File: src/rtl/ads41_idelay_cal_if.sv
// Control/result bundle between the IDELAY calibrator and its host.
// Parameters must match the ads41_idelay_cal instance that uses the bundle.
interface ads41_idelay_cal_if #(
   parameter int NCHAN = 2,
   parameter int NBITS = 12
);
   logic                   start;
   logic [NCHAN*NBITS-1:0] d_in;
   logic [4:0]             idelay_val;
   logic [NCHAN-1:0]       idelay_ld;
   logic                   busy;
   logic                   done;
   logic [NCHAN-1:0]       fail;
   logic [5*NCHAN-1:0]     tap_out;
   logic [6*NCHAN-1:0]     eye_width;

   modport master (
      output start, d_in,
      input  idelay_val, idelay_ld, busy, done, fail, tap_out, eye_width
   );

   modport slave (
      input  start, d_in,
      output idelay_val, idelay_ld, busy, done, fail, tap_out, eye_width
   );
endinterface

File: src/rtl/ads41_idelay_cal.sv
// ADS41 capture-path IDELAY calibrator: sweeps every tap per channel, finds the
// widest run of taps that sample the ADC test pattern and parks each IDELAY mid-eye.
module ads41_idelay_cal #(
   parameter int               NCHAN       = 2,
   parameter int               NBITS       = 12,
   parameter int               NTAPS       = 32,
   parameter int               SETTLE_CYC  = 16,
   parameter int               CHECK_CYC   = 64,
   parameter logic [NBITS-1:0] PATTERN     = 12'hA5C,
   parameter int               MIN_EYE     = 4,
   parameter int               DEFAULT_TAP = 11
) (
   input logic              clk,
   input logic              rst_n,
   ads41_idelay_cal_if.slave bus
);

   localparam logic [2:0] IDLE   = 3'd0;
   localparam logic [2:0] LOAD   = 3'd1;
   localparam logic [2:0] SETTLE = 3'd2;
   localparam logic [2:0] CHECK  = 3'd3;
   localparam logic [2:0] EVAL   = 3'd4;
   localparam logic [2:0] FINAL  = 3'd5;
   localparam logic [2:0] DONE   = 3'd6;

   localparam int CNTW = 16;

   logic [2:0]         state;
   logic [4:0]         tap;
   logic [1:0]         ch;
   logic [CNTW-1:0]    cnt;
   logic               tap_bad;
   logic [5:0]         cur_len;
   logic [4:0]         cur_start;
   logic [5:0]         best_len;
   logic [4:0]         best_start;
   logic [4:0]         val_q;
   logic               busy_q;
   logic               done_q;
   logic [NCHAN-1:0]   fail_q;
   logic [5*NCHAN-1:0] tap_out_q;
   logic [6*NCHAN-1:0] eye_q;

   logic [NBITS-1:0]   sample;
   logic               mismatch;
   logic [NCHAN-1:0]   ch_sel;
   logic               eye_ok;
   logic [4:0]         final_tap;
   logic [5:0]         pass_len;
   logic [4:0]         run_start;
   logic [4:0]         idelay_val_c;
   logic [NCHAN-1:0]   idelay_ld_c;

   // Mux the channel under test out of the packed sample bus.
   always_comb begin
      sample = '0;
      for (int c = 0; c < NCHAN; c++) begin
         if (ch == 2'(c)) sample = bus.d_in[c*NBITS +: NBITS];
      end
   end

   assign mismatch  = (sample != PATTERN);
   assign ch_sel    = NCHAN'(1) << ch;
   assign eye_ok    = (best_len >= 6'(MIN_EYE));
   assign final_tap = eye_ok ? (best_start + best_len[5:1]) : 5'(DEFAULT_TAP);
   assign pass_len  = cur_len + 6'd1;
   assign run_start = (cur_len == 6'd0) ? tap : cur_start;

   // NOTE: the load strobe is decoded straight from the state register, so an
   // asynchronous reset removes it in the same instant rather than a cycle later.
   always_comb begin
      idelay_ld_c  = '0;
      idelay_val_c = val_q;
      case (state)
         LOAD: begin
            idelay_ld_c  = ch_sel;
            idelay_val_c = tap;
         end
         FINAL: begin
            idelay_ld_c  = ch_sel;
            idelay_val_c = final_tap;
         end
         default: ;
      endcase
   end

   // NOTE: every register here is updated with <= so all next-state terms read
   // the values from before the clock edge, independent of statement order.
   always_ff @(posedge clk or negedge rst_n) begin
      if (!rst_n) begin
         state      <= IDLE;
         tap        <= '0;
         ch         <= '0;
         cnt        <= '0;
         tap_bad    <= 1'b0;
         cur_len    <= '0;
         cur_start  <= '0;
         best_len   <= '0;
         best_start <= '0;
         val_q      <= '0;
         busy_q     <= 1'b0;
         done_q     <= 1'b0;
         fail_q     <= '0;
         tap_out_q  <= '0;
         eye_q      <= '0;
      end else begin
         val_q <= idelay_val_c;
         case (state)
            IDLE, DONE: begin
               if (bus.start) begin
                  state      <= LOAD;
                  tap        <= '0;
                  ch         <= '0;
                  cnt        <= '0;
                  cur_len    <= '0;
                  cur_start  <= '0;
                  best_len   <= '0;
                  best_start <= '0;
                  busy_q     <= 1'b1;
                  done_q     <= 1'b0;
                  fail_q     <= '0;
                  tap_out_q  <= '0;
                  eye_q      <= '0;
               end
            end

            LOAD: begin
               tap_bad <= 1'b0;
               cnt     <= '0;
               state   <= SETTLE;
            end

            SETTLE: begin
               if (cnt == CNTW'(SETTLE_CYC - 1)) begin
                  cnt   <= '0;
                  state <= CHECK;
               end else begin
                  cnt <= cnt + 1'b1;
               end
            end

            // A mismatch is sticky but the full comparison window always runs.
            CHECK: begin
               tap_bad <= tap_bad | mismatch;
               if (cnt == CNTW'(CHECK_CYC - 1)) begin
                  cnt   <= '0;
                  state <= EVAL;
               end else begin
                  cnt <= cnt + 1'b1;
               end
            end

            EVAL: begin
               if (!tap_bad) begin
                  cur_start <= run_start;
                  cur_len   <= pass_len;
                  // Strictly greater: the earliest of equal-length runs is kept.
                  if (pass_len > best_len) begin
                     best_len   <= pass_len;
                     best_start <= run_start;
                  end
               end else begin
                  cur_len <= '0;
               end
               if (tap == 5'(NTAPS - 1)) begin
                  state <= FINAL;
               end else begin
                  tap   <= tap + 5'd1;
                  state <= LOAD;
               end
            end

            FINAL: begin
               for (int c = 0; c < NCHAN; c++) begin
                  if (ch_sel[c]) begin
                     tap_out_q[c*5 +: 5] <= final_tap;
                     eye_q[c*6 +: 6]     <= best_len;
                  end
               end
               fail_q <= (fail_q & ~ch_sel) | (eye_ok ? '0 : ch_sel);
               if (ch == 2'(NCHAN - 1)) begin
                  state  <= DONE;
                  busy_q <= 1'b0;
                  done_q <= 1'b1;
               end else begin
                  ch         <= ch + 2'd1;
                  tap        <= '0;
                  cur_len    <= '0;
                  cur_start  <= '0;
                  best_len   <= '0;
                  best_start <= '0;
                  state      <= LOAD;
               end
            end

            default: state <= IDLE;
         endcase
      end
   end

   assign bus.idelay_val = idelay_val_c;
   assign bus.idelay_ld  = idelay_ld_c;
   assign bus.busy       = busy_q;
   assign bus.done       = done_q;
   assign bus.fail       = fail_q;
   assign bus.tap_out    = tap_out_q;
   assign bus.eye_width  = eye_q;

endmodule

File: src/flat_wrapper.sv
// flat-port wrapper written by rule: the top's interface ports become plain ports
module ads41_idelay_cal_flat 
#(
   parameter int               NCHAN       = 2,
   parameter int               NBITS       = 12,
   parameter int               NTAPS       = 32,
   parameter int               SETTLE_CYC  = 16,
   parameter int               CHECK_CYC   = 64,
   parameter logic [NBITS-1:0] PATTERN     = 12'hA5C,
   parameter int               MIN_EYE     = 4,
   parameter int               DEFAULT_TAP = 11
)
  (clk, rst_n, bus_start, bus_d_in, bus_idelay_val, bus_idelay_ld, bus_busy, bus_done, bus_fail, bus_tap_out, bus_eye_width);
  ads41_idelay_cal_if #(.NCHAN(NCHAN), .NBITS(NBITS)) bus_i ();
  input logic clk;
  input logic rst_n;
  input wire logic [$bits(bus_i.start)-1:0] bus_start;
  input wire logic [$bits(bus_i.d_in)-1:0] bus_d_in;
  output wire logic [$bits(bus_i.idelay_val)-1:0] bus_idelay_val;
  output wire logic [$bits(bus_i.idelay_ld)-1:0] bus_idelay_ld;
  output wire logic [$bits(bus_i.busy)-1:0] bus_busy;
  output wire logic [$bits(bus_i.done)-1:0] bus_done;
  output wire logic [$bits(bus_i.fail)-1:0] bus_fail;
  output wire logic [$bits(bus_i.tap_out)-1:0] bus_tap_out;
  output wire logic [$bits(bus_i.eye_width)-1:0] bus_eye_width;
  assign bus_i.start = bus_start;
  assign bus_i.d_in = bus_d_in;
  assign bus_idelay_val = bus_i.idelay_val;
  assign bus_idelay_ld = bus_i.idelay_ld;
  assign bus_busy = bus_i.busy;
  assign bus_done = bus_i.done;
  assign bus_fail = bus_i.fail;
  assign bus_tap_out = bus_i.tap_out;
  assign bus_eye_width = bus_i.eye_width;
  ads41_idelay_cal #(.NCHAN(NCHAN), .NBITS(NBITS), .NTAPS(NTAPS), .SETTLE_CYC(SETTLE_CYC), .CHECK_CYC(CHECK_CYC), .PATTERN(PATTERN), .MIN_EYE(MIN_EYE), .DEFAULT_TAP(DEFAULT_TAP)) u_core (.clk(clk), .rst_n(rst_n), .bus(bus_i));
endmodule
File: config.mk
export PLATFORM = sky130hd
export DESIGN_NAME = ads41_idelay_cal_flat
export DESIGN_NICKNAME = d
export VERILOG_FILES = /design/src/rtl/ads41_idelay_cal_if.sv /design/src/rtl/ads41_idelay_cal.sv /design/src/flat_wrapper.sv
export SDC_FILE = /design/constraint.sdc
export NUM_CORES = 1
export LEC_CHECK = 0
export ABC_AREA = 1
export BUFFER_PORTS_ARGS = -buffer_cell sky130_fd_sc_hd__buf_4
export CELL_PAD_IN_SITES_DETAIL_PLACEMENT = 2
export CELL_PAD_IN_SITES_GLOBAL_PLACEMENT = 2
export CORE_MARGIN = 1
export CORE_UTILIZATION = 30
export CTS_CLUSTER_SIZE = 24
export DETAILED_ROUTE_END_ITERATION = 10
export PLACE_DENSITY = 0.76
export RECOVER_POWER = 50
export SETUP_SLACK_MARGIN = 0.02
export SLEW_MARGIN = 10
export SYNTH_ARGS = -nofsm -noshare
export SYNTH_HDL_FRONTEND = slang
export SYNTH_SLANG_ARGS = --single-unit
File: constraint.sdc
create_clock -name clk -period 2.4 [get_ports clk]
set_clock_uncertainty 0.2 [all_clocks]
set_input_delay 0.12 -clock clk [delete_from_list [all_inputs] [get_ports clk]]
set_output_delay 0.12 -clock clk [all_outputs]
set_load 0.05 [all_outputs]
==> reports/metrics.csv, run 1 <==
metric;value;unit
status;finished with violations;
failing checks;hold timing, setup timing;
hold slack;-0.006322;ns
fraction of layout cells with a size suffix above 1;23.80;%
CP required;2.50;ns
Worst Setup End Kind;register;
initial DRC count;190;
Final setup viols;4;
RSZ-0062 raised after global routing;yes;
Slew HR;27.64;%
Hold Startpoint;bus_d_in[16];
Worst Tran Pin Value;1.085;ns
Synth Cell Area;4666;sq um
Max IR drop VDD;314.3;uV
Startpoint Class;register;
top_reg_cell synth;dfrtp_1;
count of cell types in the netlist;35;
CTS Root Buffer Type;clkbuf_16;
IO buf count;59;
most common cell in the netlist;nand2_1;
fmax;0.4120;GHz
# rows;45;
most frequent cells after synthesis;nand2_1 (236), dfrtp_1 (80), inv_1 (60);
HPWL after DPL;12.29;mm
setup slack, reg-to-reg;-0.03;ns
worst reg2reg path endpoint;u_core.best_len[3];
hold depth;6;
syn avg cell area;7.290;sq um
syn nets;686;
CTS sink count;80;
antenna violations before repair;0;
Placement Cell Area;5410;sq um
TritonCTS buffer count;9;
vias in the first global route;5200;
PnR worst setup slack;-0.02742;ns
DRT Pass-1 Iters;4;
via count;4740;
DRC Markers;0;
Starting Density;30.69;%
#FFs+latches synth;80;
Async SR Flop Fraction;100.0;%
Critical Path AT;2.53;ns
TritonCTS clock tree;built;
Final Slew Violations;0;
Pwr Total;0.003021;W
gpl congestion;0.7714;
path depth of the worst reg2reg path;14;
Mapped Cells;640;
Worst Hold Path EP;u_core.tap_bad;
share of the yosys chip area belonging to registers;42.91;%
max-cap viol count;0;
die area;16060;sq um
WS Path Type;register to register;
I/O pins;60;
Worst-path clk slew;0.07;ns
largest net degree at the start of global routing;38;
htree depth;3;
ranking of synthesized cells by area;dfrtp_1 (43%), nand2_1 (19%), nand3_1 (6.0%);
number of flops mapped to enable cells by yosys;0;
Yosys top cell area share;42.91;%
Finished Core Util;40.35;%
remaining global-route overflow;0;
clk_lat worst skew;0.36;ns
Die X;126.7;microns
final worst-path cycle share;101.1;%
Ys Warns;0;
setup TNS;-0.05618;ns
final WL;17.40;mm
post-route ant nets;0;
clock buffer depth;2;
first-pass GRT wire length;26.90;mm
die height;126.7;microns
Worst R2R Start;u_core.cur_len[0];
pwr/cell area;492.4;nW/um^2
Antenna diodes;0;
Leak;2.953;nW
core area;15200;sq um
min cycle time layout;2.427;ns
Wirelength per Cell;18.93;microns
Hold WC Path Type;input port to register;
crit-path max FO;6;
vias per inst;5.158;
Hold Vio Cnt, Final;1;
fin area;6135;sq um
Area growth, synth to finish;31.48;%
cell taking the most area after synthesis;dfrtp_1;
Nets;772;
Total GRT Usage;21.89;%
[flip-flops by register name (all words and copies together), names as in the netlist, 3 cells and up]
| signal | count |
|---|---|
| u_core.cnt | 16 |
| u_core.bus.eye_width | 12 |
| u_core.bus.tap_out | 10 |
| u_core.best_len | 6 |
| u_core.cur_len | 6 |
| u_core.best_start | 5 |
| u_core.cur_start | 5 |
| u_core.tap | 5 |
| u_core.val_q | 5 |
| u_core.state | 3 |
[what timing repair did]
| item | CTS | global route |
|---|---|---|
| setup buffers | 7 | 5 |
| resized for setup | 17 | 64 |
| hold buffers | 1 | 0 |
| endpoints found under the setup margin | 16 | 23 |
| cloned | 2 | 0 |
| hold endpoints to repair | 64 | 0 |
| pin swaps | 5 | 23 |
[cell usage in the layout (no fill, tap or decap), drive strengths merged]
cell           n
nand2        241
buf           75
xor2           4
bufinv         2
and2           2
nand3b         4
xnor2          2
o211ai         1
ha            18
nor2          64
clkbuf        22
a31oi          1
o2111ai        7
o21bai         3
dfrtp         80
nand4         13
nand3         57
inv           70
o21ai         47
a21oi          5
dlygate4sd3    1
a22oi          2
fa             1
or2            4
nor3           5
[metrics by stage]
stage	std cells	hold slack, ns	setup slack (ns)
CTS	915	0.002776	-0.04661
floorplan	640	-0.3756	0.02237
global route	919	0.03388	-0.1008
global placement	889	-0.05079	-0.006711
detailed placement	889	-0.04698	-0.1946
finish	919	-0.006322	-0.02742
[worst max-delay path, stage by stage, from the launching register on]
cell     delay [ns]
dfrtp_2        0.45
ha_4           0.19
nand3_4        0.08
xor2_2         0.18
inv_2          0.07
ha_4           0.28
nand2_4        0.07
nor2_4         0.13
nand2_2        0.07
nand3_2        0.07
nand2_2        0.08
nand2_4        0.15
buf_8          0.16
nand3_1        0.09
nand2_1        0.09
[per-layer routing]
| metal | GRT usage (%) | wire length, microns | share of wire [%] | vias to the layer above |
|---|---|---|---|---|
| met5 | 0 | 0 | 0 | - |
| met4 | 7.073 | 251 | 1.4 | 0 |
| met3 | 3.754 | 461 | 2.7 | 17 |
| met2 | 38.09 | 8788 | 51 | 72 |
| met1 | 27.60 | 7894 | 45 | 2415 |
| li1 | - | - | - | 2236 |
[cell families (layout without fill, tap and decap cells)]
group | after synthesis | in the layout | share of synthesized area [%]
xor+xnor | 6 | 6 | 1.126
fa+ha+maj | 19 | 19 | 5.256
compound gates | 66 | 66 | 8.313
flops | 80 | 80 | 42.91
simple gates | 389 | 390 | 35.53
buf+inv | 80 | 170 | 6.865
[cell type report]
cell class / count / area, sq um
clock buffer: 9 / 225.2
sequential: 80 / 2007
timing repair buffer: 89 / 651.9
multi-input combinational: 481 / 2658
inverter: 65 / 249.0
tap: 188 / 235.2
fill: 1751 / 9067
clock inverter: 7 / 108.9
[worst max-delay path by stage]
stage               cells after the start                   end  slack (ns)               start
floorplan                               5       u_core.val_q[1]        0.02     u_core.state[1]
global route                           14    u_core.best_len[3]       -0.10   u_core.cur_len[0]
detailed placement                     14  u_core.best_start[1]       -0.19   u_core.cur_len[0]
finish                                 14    u_core.best_len[3]       -0.03   u_core.cur_len[0]
CTS                                     7     bus_idelay_val[1]       -0.05  u_core.best_len[1]
global placement                       14    u_core.best_len[5]      -0.007   u_core.cur_len[0]
[power breakdown]
part           internal, W  leakage [nW]  switching (W)
logic            0.0000304          1.80      0.0000412
registers          0.00135         0.985    0.000000508
clock network     0.000938         0.165       0.000663
total              0.00232          2.95       0.000704
(Power assumes the default switching activity.)
==> run 2: changes to the inputs <==
Settings changed: BUFFER_PORTS_ARGS -buffer_cell sky130_fd_sc_hd__buf_4 to -buffer_cell sky130_fd_sc_hd__buf_2, CTS_CLUSTER_SIZE 24 to unset, PLACE_DENSITY 0.76 to unset, PLACE_DENSITY_LB_ADDON set to 0.1.
==> run 2 against run 1 <==
  * The run now ends clean
  * Sequential share of layout area grew 1.1 points
  * Routed wire length decreased by 6.6%
  * Fmax grew 3.4%
  * Non-clock buffer count down 1
  * Utilization down 1.3 points
  * Cell count down 0.11%
  * Flip-flop and latch count stayed put
  * Critical path type unchanged
  * Hold slack gained 0.018 ns
  * Setup slack better by 0.079 ns
  * Total power decreased by 1.5%
  * Critical endpoint unchanged
  * Die area unchanged
==> reports/metrics.csv, run 2 (synthesized netlist as in run 1, its figures left out) <==
metric;value;unit;change
status;completed;;was finished with violations
crit-path max FO;6;;unchanged
Largest Register;u_core.cnt;;unchanged
post-route ant nets;0;;unchanged
pwr/cell area;500.7;nW/um^2;was 492.4 nW/um^2
via count;4571;;was 4740
Die X;126.7;microns;unchanged
# rows;45;;unchanged
CP Cell Sequence;ha_4 -> nand3_4 -> xor2_4 -> inv_2 -> ha_4 -> nand2_2 -> nor2_4 -> nand2_1 -> nand3_2 -> nand2_2 -> nand2_4 -> buf_6 -> nand3_2 -> nand2_1;;was ha_4 -> nand3_4 -> xor2_2 -> inv_2 -> ha_4 -> nand2_4 -> nor2_4 -> nand2_2 -> nand3_2 -> nand2_2 -> nand2_4 -> buf_8 -> nand3_1 -> nand2_1
DRT Pass-1 Iters;4;;unchanged
Cells after DPL;889;;unchanged
CTS sink count;80;;unchanged
fmax;0.4259;GHz;was 0.4120 GHz
IO buf count;59;;unchanged
gpl congestion;0.8208;;was 0.7714
Starting Density;30.69;%;unchanged
path depth of the worst reg2reg path;14;;unchanged
Non-Filler Instances;918;;was 919
clock buffer depth;2;;unchanged
core area;15200;sq um;unchanged
min cycle time layout;2.348;ns;was 2.427 ns
Worst Setup End Kind;register;;unchanged
CP required;2.48;ns;was 2.50 ns
dpl ws;-0.1994;ns;was -0.1946 ns
vias in the first global route;5025;;was 5200
Placement Cell Area;5265;sq um;was 5410 sq um
clk_lat worst skew;0.35;ns;was 0.36 ns
CTS Root Buffer Type;clkbuf_16;;unchanged
fraction of layout cells with a size suffix above 1;21.51;%;was 23.80%
Hold Vio Cnt, Final;0;;was 1
max incr delay on CP;0.45;ns;about the same
fin area;5942;sq um;was 6135 sq um
Critical Path AT;2.43;ns;was 2.53 ns
remaining global-route overflow;0;;unchanged
max FFs per register;16;;unchanged
hold slack;0.01193;ns;was -0.006322 ns
WS Path Type;register to register;;unchanged
TritonCTS buffer count;9;;unchanged
Worst-path clk slew;0.07;ns;about the same
most frequent cells in the layout;nand2_1 (222), dfrtp_1 (74), inv_1 (59), nor2_1 (55), nand3_1 (49);;was nand2_1 (214), dfrtp_1 (76), buf_4 (69), inv_1 (57), nor2_1 (54)
Slew HR;24.81;%;was 27.64%
Antenna diodes;0;;unchanged
die height;126.7;microns;unchanged
Max IR drop VDD;299.0;uV;was 314.3 uV
Hold Startpoint;bus_d_in[16];;unchanged
Nets;771;;was 772
CP top delay family;simple AND/OR/NAND/NOR gates;;unchanged
initial DRC count;71;;was 190
TritonCTS clock tree;built;;unchanged
HPWL after DPL;12.20;mm;was 12.29 mm
Area growth, synth to finish;27.35;%;was 31.48%
Worst Hold Path EP;u_core.tap_bad;;unchanged
crit path max-delay cell type;dfrtp_2;;unchanged
Leak;2.879;nW;was 2.953 nW
final worst-path cycle share;97.84;%;was 101.1%
PnR worst setup slack;0.05185;ns;was -0.02742 ns
vias per inst;4.979;;was 5.158
hold depth;6;;unchanged
Final Slew Violations;0;;unchanged
setup slack, reg-to-reg;0.05;ns;was -0.03 ns
DRC Markers;0;;unchanged
final WL;16.25;mm;was 17.40 mm
Hold WC Path Type;input port to register;;unchanged
largest net degree at the start of global routing;42;;was 38
Final setup viols;0;;was 4
Startpoint Class;register;;unchanged
Worst R2R Start;u_core.cur_len[1];;was u_core.cur_len[0]
setup TNS;0;ns;was -0.05618 ns
Wirelength per Cell;17.70;microns;was 18.93 microns
I/O pins;60;;unchanged
Total GRT Usage;20.95;%;was 21.89%
Critical Path Source;u_core.cur_len[1];;was u_core.cur_len[0]
die area;16060;sq um;unchanged
max-cap viol count;0;;unchanged
first-pass GRT wire length;25.94;mm;was 26.90 mm
RSZ-0062 raised after global routing;yes;;unchanged
antenna violations before repair;0;;unchanged
htree depth;3;;unchanged
Worst Tran Pin Value;1.128;ns;was 1.085 ns
WP buf/inv;2;;unchanged
commonest non-fill, non-tap cell in the layout;nand2_1;;unchanged
worst reg2reg path endpoint;u_core.best_len[3];;unchanged
[run 2: cell count changes in the layout (fill, tap and decap cells not counted), moves of 3 or more]
cell	change
buf_2	+40
nand3_1	+3
nand2_1	+8
clkbuf_1	+4
buf_4	-43
nand2_4	-4
nand2_2	-4
[run 2: layout make-up]
cell class | count | area [sq um]
fillers | 1812 | 9260
multi-input cells | 481 | 2592
flip-flops and latches | 80 | 2009
repair buffers | 88 | 526.8
inverters | 65 | 246.5
well taps | 188 | 235.2
clock buffers | 9 | 225.2
clock inverters | 7 | 106.4
[run 2: timing repair]
item	4_1_cts	5_1_grt
cloned	1	1
resized for setup	20	46
setup buffers	4	6
pin swaps	4	15
endpoints found under the hold margin	40	0
endpoints found under the setup margin	16	15
hold buffers	1	0
[run 2: through the flow]
| step | util, % | power [W] |
|---|---|---|
| global route | 39.09 | 0.003085 |
| detailed placement | 34.63 | 0.001440 |
| floorplan | - | 0.001382 |
| global placement | 34.63 | 0.001438 |
| CTS | 37.52 | 0.003029 |
| finish | 39.09 | 0.002975 |
[run 2: worst max path at each step]
stage	endpoint	cells after the start
final	u_core.best_len[3]	14
after global routing	u_core.best_len[3]	15
after CTS	bus_idelay_val[2]	6
after detailed placement	u_core.best_start[2]	14
after global placement	u_core.best_len[2]	14
after floorplan	u_core.val_q[1]	5
[run 2: metal layers]
metal,vias up,GRT usage [%],wire (microns)
met4,0,5.462,265
met1,2269,25.92,7392
li1,2229,-,-
met5,-,0,0
met3,17,2.868,402
met2,56,38.22,8186
[run 2: power by group]
part | switching [W] | internal [W]
clock network | 0.000632 | 0.000934
logic | 0.0000405 | 0.0000193
registers | 0.000000548 | 0.00135
[run 2: tightest hold or removal path: cells and delay by family]
family / cells / cell delay [ns]
and+or+nand+nor: 5 / 0.31
buffers and inverters: 1 / 0.09
==> run 3: changes to the inputs <==
Settings changed: CORE_ASPECT_RATIO set to 0.9.
==> run 3 against run 2 <==
  * The run now ends with setup timing left
  * Via count increased by 0.42%
  * Non-clock buffer count decreased by 1
  * Register-to-register slack got worse by 0.03 ns
  * Setup slack worse by 0.059 ns
  * Hold slack better by 0.0061 ns
  * Sequential power is essentially flat
  * Design area is 1.3% higher
  * Sequential share of layout area down 0.47 points
  * Flip-flop and latch count did not move
  * Cell count grew 0.98%
  * Count of clock-buffer cells in the layout up 1
  * Routed wire length is 1.4% higher
==> reports/metrics.csv, run 3 (synthesized netlist as in run 1, its figures left out) <==
metric;value;unit;change
status;finished with violations;;was completed
failing checks;setup timing;;
RSZ-0062 raised after global routing;yes;;unchanged
TritonCTS clock tree;built;;unchanged
core area;14920;sq um;was 15200 sq um
TritonCTS buffer count;9;;unchanged
Final Slew Violations;0;;unchanged
final worst-path cycle share;100.3;%;was 97.84%
commonest non-fill, non-tap cell in the layout;nand2_1;;unchanged
CP top delay family;adder cells;;was simple AND/OR/NAND/NOR gates
Critical Path AT;2.09;ns;was 2.43 ns
WS Path Type;register to output pin;;was register to register
first-pass GRT wire length;25.91;mm;was 25.94 mm
vias in the first global route;4998;;was 5025
fmax;0.4154;GHz;was 0.4259 GHz
Placement Cell Area;5313;sq um;was 5265 sq um
hold slack;0.01802;ns;was 0.01193 ns
Worst-path clk slew;0.07;ns;about the same
Final setup viols;1;;was 0
Startpoint Class;register;;unchanged
CTS sink count;80;;unchanged
die area;16060;sq um;about the same
Cells after DPL;902;;was 889
largest net degree at the start of global routing;49;;was 42
Most common cell on crit path;nor2_2;;
I/O pins;60;;unchanged
Leak;2.868;nW;was 2.879 nW
max incr delay on CP;0.53;ns;was 0.45 ns
most frequent cells in the layout;nand2_1 (217), dfrtp_1 (76), inv_1 (57), nor2_1 (55), nand3_1 (43);;was nand2_1 (222), dfrtp_1 (74), inv_1 (59), nor2_1 (55), nand3_1 (49)
Total GRT Usage;20.84;%;was 20.95%
Worst Setup End Kind;output pin;;was register
WP buf/inv;1;;was 2
clk_lat worst skew;0.35;ns;about the same
Max IR drop VDD;337.1;uV;was 299.0 uV
die height;120.3;microns;was 126.7 microns
PnR worst setup slack;-0.007064;ns;was 0.05185 ns
Pwr Total;0.002879;W;was 0.002975 W
CP required;2.08;ns;was 2.48 ns
vias per inst;4.951;;was 4.979
max FFs per register;16;;unchanged
HPWL after DPL;11.88;mm;was 12.20 mm
Starting Density;31.26;%;was 30.69%
DRC Markers;0;;unchanged
crit-path max FO;2;;was 6
Hold Vio Cnt, Final;0;;unchanged
Nets;770;;was 771
max-cap viol count;0;;unchanged
fin area;6018;sq um;was 5942 sq um
fraction of layout cells with a size suffix above 1;23.46;%;was 21.51%
Slew HR;36.73;%;was 24.81%
Area growth, synth to finish;28.99;%;was 27.35%
pwr/cell area;478.3;nW/um^2;was 500.7 nW/um^2
antenna violations before repair;0;;unchanged
final WL;16.47;mm;was 16.25 mm
gpl congestion;0.7970;;was 0.8208
via count;4590;;was 4571
clock buffer depth;2;;unchanged
CP Cell Sequence;ha_4 -> fa_2 -> nor2_2 -> nor2_2 -> a21oi_2 -> o21ai_2 -> buf_6;;was ha_4 -> nand3_4 -> xor2_4 -> inv_2 -> ha_4 -> nand2_2 -> nor2_4 -> nand2_1 -> nand3_2 -> nand2_2 -> nand2_4 -> buf_6 -> nand3_2 -> nand2_1
DRT Pass-1 Iters;4;;unchanged
post-route ant nets;0;;unchanged
remaining global-route overflow;0;;unchanged
min cycle time layout;2.407;ns;was 2.348 ns
initial DRC count;155;;was 71
htree depth;3;;unchanged
CTS Root Buffer Type;clkbuf_16;;unchanged
Antenna diodes;0;;unchanged
crit path max-delay cell type;fa_2;;was dfrtp_2
IO buf count;59;;unchanged
Largest Register;u_core.cnt;;unchanged
# rows;42;;was 45
Non-Filler Instances;927;;was 918
Wirelength per Cell;17.77;microns;was 17.70 microns
Die X;133.5;microns;was 126.7 microns
Worst Tran Pin Value;0.9490;ns;was 1.128 ns
Hold WC Path Type;input port to register;;unchanged
## run 3: changes by cell type in the layout (fill, tap and decap cells not counted), moves of 3 or more
cell	previous run	this run
buf_4	26	21
nand3_1	49	43
nand3_2	6	13
nand2_1	222	217
nand2_2	14	17
## run 3: metrics by stage
| step | setup TNS, ns | util, % | setup WS, ns |
|---|---|---|---|
| final | -0.007064 | 40.33 | -0.007064 |
| after global routing | -0.5611 | 40.33 | -0.07860 |
| after CTS | -0.03441 | 38.54 | -0.03441 |
| after global placement | 0 | 35.60 | 0.008477 |
| after detailed placement | -1.761 | 35.60 | -0.1794 |
| after floorplan | 0 | - | 0.02237 |
## run 3: area by class of cell
cell class / instances / area (sq um)
fillers: 1752 / 8906
multi-input cells: 481 / 2653
flip-flops and latches: 80 / 2007
repair buffers: 87 / 550.5
well taps: 198 / 247.7
inverters: 65 / 246.5
clock buffers: 10 / 239.0
clock inverters: 6 / 75.07
## run 3: worst register-to-register path, delay by kind of cell, from the launching register on
family / cells / cell delay (ns)
fa+ha+maj: 1 / 0.29
buf+inv: 2 / 0.20
flops: 1 / 0.42
simple gates: 12 / 1.22
## run 3: final timing paths
path	cells past startpoint	slack [ns]	start	to
setup / recovery	7	-0.007	u_core.best_len[1]	bus_idelay_val[1]
hold / removal	7	0.02	bus_d_in[22]	u_core.tap_bad
setup reg to reg	15	0.02	u_core.cur_len[1]	u_core.best_len[4]
hold reg to reg	2	0.27	u_core.bus.eye_width[0]	u_core.bus.eye_width[0]
max in group asynchronous	3	0.37	rst_n	u_core.cur_len[0]
min in group asynchronous	2	0.24	rst_n	u_core.cnt[5]
## run 3: what timing repair did
| action | 4_1_cts | 5_1_grt |
|---|---|---|
| cloned | 2 | 0 |
| resized for setup | 27 | 58 |
| setup buffers | 1 | 4 |
| endpoints found under the setup margin | 16 | 15 |
| hold buffers | 2 | 0 |
| endpoints found under the hold margin | 33 | 0 |
| pin swaps | 6 | 24 |
## run 3: power breakdown
| part | internal, W | total, W | switching (W) |
|---|---|---|---|
| Sequential | 0.00135 | 0.00135 | 0.000000390 |
| Clock | 0.000851 | 0.00147 | 0.000616 |
| Combinational | 0.0000204 | 0.0000619 | 0.0000415 |
| Total | 0.00222 | 0.00288 | 0.000658 |
## run 3: layer usage
layer	track usage (%)	vias up	wire length (microns)
met2	34.57	59	7785
met1	27.79	2283	8020
met4	5.895	0	307
met3	3.648	19	355
li1	-	2229	-
met5	0	-	0
